===== config.mk =====
export PLATFORM = sky130hd
export DESIGN_NAME = multi_cycle_ctrl
export DESIGN_NICKNAME = d
export VERILOG_FILES = /design/src/rtl/ctrl_pkg.sv /design/src/rtl/op_class_dec.sv /design/src/rtl/multi_cycle_ctrl.sv
export SDC_FILE = /design/constraint.sdc
export NUM_CORES = 1
export LEC_CHECK = 0
export ABC_CLOCK_PERIOD_IN_PS = 2900
export CAP_MARGIN = 5
export CORE_MARGIN = 3
export CORE_UTILIZATION = 39
export CTS_BUF_LIST = sky130_fd_sc_hd__clkbuf_8 sky130_fd_sc_hd__clkbuf_16
export CTS_CLUSTER_SIZE = 30
export DETAILED_ROUTE_END_ITERATION = 12
export PLACE_DENSITY = 0.72
export SKIP_CTS_REPAIR_TIMING = 1
export SLEW_MARGIN = 40
export SYNTH_ARGS = -nofsm -noshare
export SYNTH_HDL_FRONTEND = slang
export SYNTH_SLANG_ARGS = --single-unit

===== constraint.sdc =====
create_clock -name clk -period 2.9 [get_ports clk]
set_input_delay 0.58 -clock clk [delete_from_list [all_inputs] [get_ports clk]]
set_output_delay 0.58 -clock clk [all_outputs]
set_load 0.005 [all_outputs]

===== src/rtl/ctrl_pkg.sv =====
// ctrl_pkg: shared encodings for the multi-cycle RV32I controller.
// Holds the FSM state type, the opcode-class values (inst[6:2]), the
// one-hot class struct, and the imm_sel / pc_sel / wb_sel encodings that
// the immediate extender and the datapath muxes also decode.
package ctrl_pkg;

  typedef enum logic [2:0] {
    S_FETCH  = 3'd0,
    S_DECODE = 3'd1,
    S_EXEC   = 3'd2,
    S_MEM    = 3'd3,
    S_WB     = 3'd4,
    S_HALT   = 3'd5
  } state_t;

  localparam logic [4:0] OPC_LOAD   = 5'b00000;
  localparam logic [4:0] OPC_OPIMM  = 5'b00100;
  localparam logic [4:0] OPC_JALR   = 5'b11001;
  localparam logic [4:0] OPC_STORE  = 5'b01000;
  localparam logic [4:0] OPC_BRANCH = 5'b11000;
  localparam logic [4:0] OPC_LUI    = 5'b01101;
  localparam logic [4:0] OPC_AUIPC  = 5'b00101;
  localparam logic [4:0] OPC_JAL    = 5'b11011;
  localparam logic [4:0] OPC_OP     = 5'b01100;

  localparam logic [2:0] IMM_I    = 3'd0;
  localparam logic [2:0] IMM_S    = 3'd1;
  localparam logic [2:0] IMM_B    = 3'd2;
  localparam logic [2:0] IMM_U    = 3'd3;
  localparam logic [2:0] IMM_J    = 3'd4;
  localparam logic [2:0] IMM_NONE = 3'd7;

  localparam logic [1:0] PC_PLUS4  = 2'd0;
  localparam logic [1:0] PC_ALU    = 2'd1;
  localparam logic [1:0] PC_ALUOUT = 2'd2;

  localparam logic [1:0] WB_ALUOUT = 2'd0;
  localparam logic [1:0] WB_MDR    = 2'd1;
  localparam logic [1:0] WB_PC4    = 2'd2;
  localparam logic [1:0] WB_IMM    = 2'd3;

  typedef struct packed {
    logic load;
    logic opimm;
    logic jalr;
    logic store;
    logic branch;
    logic lui;
    logic auipc;
    logic jal;
    logic op;
  } op_class_t;

  function automatic logic [2:0] imm_sel_of(input op_class_t c);
    if (c.load || c.opimm || c.jalr) return IMM_I;
    if (c.store)                     return IMM_S;
    if (c.branch)                    return IMM_B;
    if (c.lui || c.auipc)            return IMM_U;
    if (c.jal)                       return IMM_J;
    return IMM_NONE;
  endfunction

  function automatic logic [1:0] wb_sel_of(input op_class_t c);
    if (c.load)           return WB_MDR;
    if (c.jal || c.jalr)  return WB_PC4;
    if (c.lui)            return WB_IMM;
    return WB_ALUOUT;
  endfunction

endpackage


===== src/rtl/op_class_dec.sv =====
// op_class_dec: combinational opcode-class decoder.
// Ports: inst (instruction register) -> cls (one-hot class), illegal
// (no legal class, or inst[1:0] is not 2'b11). cls is all-zero when illegal.
module op_class_dec
  import ctrl_pkg::*;
(
  input  logic [31:0] inst,
  output op_class_t   cls,
  output logic        illegal
);

  // Only the opcode field matters for sequencing.
  logic unused_inst_bits;
  assign unused_inst_bits = ^inst[31:7];

  always_comb begin
    cls = '0;
    if (inst[1:0] == 2'b11) begin
      case (inst[6:2])
        OPC_LOAD:   cls.load   = 1'b1;
        OPC_OPIMM:  cls.opimm  = 1'b1;
        OPC_JALR:   cls.jalr   = 1'b1;
        OPC_STORE:  cls.store  = 1'b1;
        OPC_BRANCH: cls.branch = 1'b1;
        OPC_LUI:    cls.lui    = 1'b1;
        OPC_AUIPC:  cls.auipc  = 1'b1;
        OPC_JAL:    cls.jal    = 1'b1;
        OPC_OP:     cls.op     = 1'b1;
        default:    cls        = '0;
      endcase
    end
  end

  assign illegal = ~|cls;

endmodule


===== src/rtl/multi_cycle_ctrl.sv =====
// multi_cycle_ctrl: multi-cycle control FSM for the RV32I datapath.
// Inputs : clk, rst (sync, active-high), inst, mem_ready, br_taken.
// Outputs: memory request (mem_req/mem_we), datapath strobes (ir_we, mdr_we,
//          alu_out_we, rf_we, pc_we), mux selects (pc_sel, alu_src_a,
//          alu_src_b, imm_sel, wb_sel), halted, instret.
//
// state    | meaning
// ---------+--------------------------------------------------
// S_FETCH  | read instruction, load IR on mem_ready
// S_DECODE | one cycle for class decode; illegal traps
// S_EXEC   | ALU op, latch ALUOut; branches retire here
// S_MEM    | load/store access, held until mem_ready
// S_WB     | register write, PC update, retire
// S_HALT   | illegal instruction trapped; only rst leaves
module multi_cycle_ctrl
  import ctrl_pkg::*;
#(
  parameter int CNT_W = 32
) (
  input  logic             clk,
  input  logic             rst,
  input  logic [31:0]      inst,
  input  logic             mem_ready,
  input  logic             br_taken,
  output logic             mem_req,
  output logic             mem_we,
  output logic             ir_we,
  output logic             mdr_we,
  output logic             alu_out_we,
  output logic             rf_we,
  output logic             pc_we,
  output logic [1:0]       pc_sel,
  output logic             alu_src_a,
  output logic             alu_src_b,
  output logic [2:0]       imm_sel,
  output logic [1:0]       wb_sel,
  output logic             halted,
  output logic [CNT_W-1:0] instret
);

  state_t    state;
  op_class_t cls;
  logic      illegal;
  logic      retire;

  op_class_dec u_dec (
    .inst    (inst),
    .cls     (cls),
    .illegal (illegal)
  );

  always_ff @(posedge clk) begin
    if (rst) begin
      state   <= S_FETCH;
      instret <= '0;
    end else begin
      if (retire) instret <= instret + CNT_W'(1);
      case (state)
        S_FETCH:  if (mem_ready) state <= S_DECODE;
        S_DECODE: state <= illegal ? S_HALT : S_EXEC;
        S_EXEC: begin
          if (cls.branch)                state <= S_FETCH;
          else if (cls.load || cls.store) state <= S_MEM;
          else                           state <= S_WB;
        end
        S_MEM:    if (mem_ready) state <= cls.store ? S_FETCH : S_WB;
        S_WB:     state <= S_FETCH;
        S_HALT:   state <= S_HALT;
        default:  state <= S_FETCH;
      endcase
    end
  end

  // Outputs follow the state register; the rst gate keeps every strobe low
  // in the reset cycle itself, whatever state is being aborted.
  always_comb begin
    mem_req    = 1'b0;
    mem_we     = 1'b0;
    ir_we      = 1'b0;
    mdr_we     = 1'b0;
    alu_out_we = 1'b0;
    rf_we      = 1'b0;
    pc_we      = 1'b0;
    pc_sel     = PC_PLUS4;
    alu_src_a  = 1'b0;
    alu_src_b  = 1'b0;
    imm_sel    = imm_sel_of(cls);
    wb_sel     = wb_sel_of(cls);
    halted     = 1'b0;
    retire     = 1'b0;
    if (!rst) begin
      case (state)
        S_FETCH: begin
          mem_req = 1'b1;
          ir_we   = mem_ready;
        end
        S_EXEC: begin
          alu_out_we = 1'b1;
          alu_src_a  = cls.auipc | cls.jal | cls.branch;
          alu_src_b  = ~cls.op;
          if (cls.branch) begin
            pc_we  = 1'b1;
            pc_sel = br_taken ? PC_ALU : PC_PLUS4;
            retire = 1'b1;
          end
        end
        S_MEM: begin
          mem_req = 1'b1;
          mem_we  = cls.store;
          if (mem_ready) begin
            if (cls.store) begin
              pc_we  = 1'b1;
              retire = 1'b1;
            end else begin
              mdr_we = 1'b1;
            end
          end
        end
        S_WB: begin
          rf_we  = 1'b1;
          pc_we  = 1'b1;
          retire = 1'b1;
          // JALR's bit-0 clear happens in the PC logic, not here.
          pc_sel = (cls.jal || cls.jalr) ? PC_ALUOUT : PC_PLUS4;
        end
        S_HALT:  halted = 1'b1;
        default: ;
      endcase
    end
  end

endmodule


==> results.sh <==
export IMPL_async_reset_ff_share_pct=0
export IMPL_htreeDepth=2
export IMPL_cap_violations=0
export IMPL_cts_clk_slew_worst_paths_ns=0.06
export IMPL_setup_worst_path_end_class="output port"
export IMPL_cts_tree="yes"
export IMPL_initial_core_util_pct=42.2
export IMPL_place_inst=402
export IMPL_cts_root_buf="clkbuf_8"
export IMPL_dr_pass1_iters=4
export IMPL_via_per_inst=5.64
export IMPL_final_common_cell="clkdlybuf4s50_1"
export IMPL_synthDominantCellAreaShare_pct=33.8
export IMPL_port_buffers=59
export IMPL_ys_seq_area_share_pct=33.8
export IMPL_netlist_area_sq_um=2070
export IMPL_layout_common_cells="clkdlybuf4s50_1, dfxtp_1, a21oi_1"
export IMPL_final_util_pct=62.1
export IMPL_antenna_found_initial=0
export IMPL_hp_class="reg -> reg"
export IMPL_worstPathRequired_ns=2.32
export IMPL_post_drt_wl_per_cell_um=13.5
export IMPL_clk_latency_ns=0.28
export IMPL_peakVddDrop_uv=246
export IMPL_crit_type="in -> out"
export IMPL_drt_total_wl_mm=5.52
export IMPL_ys_types=46
export IMPL_fin_crit_sh_pct=97.0
export IMPL_finClkSkew_ns=0.00287
export IMPL_p_leak_nw=1.12
export IMPL_pin_count=85
export IMPL_synth_edf_count=0
export IMPL_hold_viol=0
export IMPL_finalPower_uw=946
export IMPL_grt_start_max_net_pins=38
export IMPL_rows=25
export IMPL_cts_num_sinks=35
export IMPL_grt_pass1_wl_mm=9.20
export IMPL_stdcell_count=408
export IMPL_drt_iter0_markers=181
export IMPL_ys_seq_elements=35
export IMPL_fin_setup_tns_ns=0
export IMPL_timing_critical_path_mode_cell="clkdlybuf4s50_1"
export IMPL_max_stage_delay_ns=0.50
export IMPL_track_usage_pct=18.0
export IMPL_crit_chain="clkdlybuf4s50_1 > buf_6 > nand2_1 > nor2_1 > buf_4 > and3_1 > clkdlybuf4s50_1"
export IMPL_max_slew_margin_pct=66.2
export IMPL_drive_above_1_share_pct=13.8
export IMPL_power_per_cell_area_nw_per_um2=310
export IMPL_worstSetupStartpointType="primary input"
export IMPL_post_route_min_period_ns=2.81
export IMPL_dpl_hpwl_mm=3.94
export IMPL_dieArea_sq_um=6220
export IMPL_crit_slowest_cell="clkdlybuf4s50_1"
export IMPL_outcome="finished, final reports clean"
export IMPL_cts_made_buffers=5
export IMPL_yosysTopAreaCell="dfxtp_1"
export IMPL_fp_dieW_um=78.9
export IMPL_yosysWarnings=0
export IMPL_clock_path_buffers=2
export IMPL_antenna_cells=0
export IMPL_synth_flop_cell="dfxtp_1"
export IMPL_tightest_slew_ns=0.506
export IMPL_chipHeight_um=78.9
export IMPL_fin_nets=379
export IMPL_antenna_left=0
export IMPL_arrival_ns=2.23
export IMPL_core_area_sq_um=4910
export IMPL_setup_viol=0
export IMPL_synthCells=266
export IMPL_grt_pass1_vias=2045
export IMPL_avgSynthCellArea_sq_um=7.79
export IMPL_drc=0
export IMPL_vias=2301
export IMPL_max_freq_ghz=0.355
export IMPL_synth_area_leaders="dfxtp_1, or4_1, a21oi_1"
export IMPL_finalMaxSlewViolations=0
export IMPL_critPathMaxFanout=13
export IMPL_area_growth_pct=47.2
export IMPL_synthesis_nets=303
export IMPL_grt_ovfl_total=0
export IMPL_globalplace_congestion=0.797
-- cell families after synthesis --
| logic type | synth area share [%] |
|---|---|
| muxes | 0.483 |
| adders and majority gates | 1.09 |
| and+or+nand+nor | 29.3 |
| buffers and inverters | 6.58 |
| xor gates and xnor gates | 1.69 |
| DFF | 33.8 |
| AOI/OAI and AO/OA | 27.1 |
-- power breakdown --
part,switching [mW],leakage (nW),internal (mW)
registers,0.0130,0.282,0.485
clock network,0.164,0.0413,0.156
logic,0.0607,0.793,0.0667
total,0.238,1.12,0.709
-- metrics by stage --
stage	hold slack, ns	cell area, sq um	setup slack (ns)
global route	0.514	3050	-0.0101
CTS	0.497	2980	-0.162
global placement	0.462	2910	-0.157
finish	0.502	3050	0.0859
detailed placement	0.486	2910	-0.146
floorplan	0.468	2070	0.353
-- flip-flops by register name, summed over array words and instances (netlist names) --
signal / cells
instret: 32
state: 3
-- synth_stat cells (3+ instances only) --
cell type  number
inv_1          16
nand4_1         6
clkbuf_1       18
nor3_1          4
nor4_1          4
a21oi_1        32
o31ai_1        21
or2_2           3
nand3b_1        3
nand2b_1        4
xor2_1          3
dfxtp_1        35
nor2_1         17
or3_1           7
o21ai_0         8
nand3_1        12
nand2_1        14
or4_1          22
and3_1          4
-- critical path, delay by kind of cell --
family	cells	cell delay, ns
buffers and inverters	4	1.29
and+or+nand+nor	3	0.36
-- layout make-up --
type	count	area, sq um
repair buffers	89	861
multi-input cells	195	1270
well taps	67	83.8
clock inverters	1	3.75
fillers	457	1860
clock buffers	5	68.8
flip-flops and latches	35	701
inverters	16	60.1
-- layer usage --
metal | track usage [%] | part of all wire, %
met5 | 0 | 0
met4 | 6.53 | 1.3
met3 | 3.74 | 4.9
met2 | 28.3 | 46
met1 | 24.4 | 48
-- worst paths after layout --
| kind | to | depth (start not counted) | slack [ns] | start |
|---|---|---|---|---|
| worst max-delay path | pc_sel[1] | 7 | 0.09 | inst[5] |
| worst min-delay path | instret[31] | 2 | 0.50 | instret[31] |
| worst max register to register | instret[18] | 7 | 0.48 | state[1] |
| worst min register to register | instret[31] | 2 | 0.50 | instret[31] |
(Power assumes the default switching activity.)
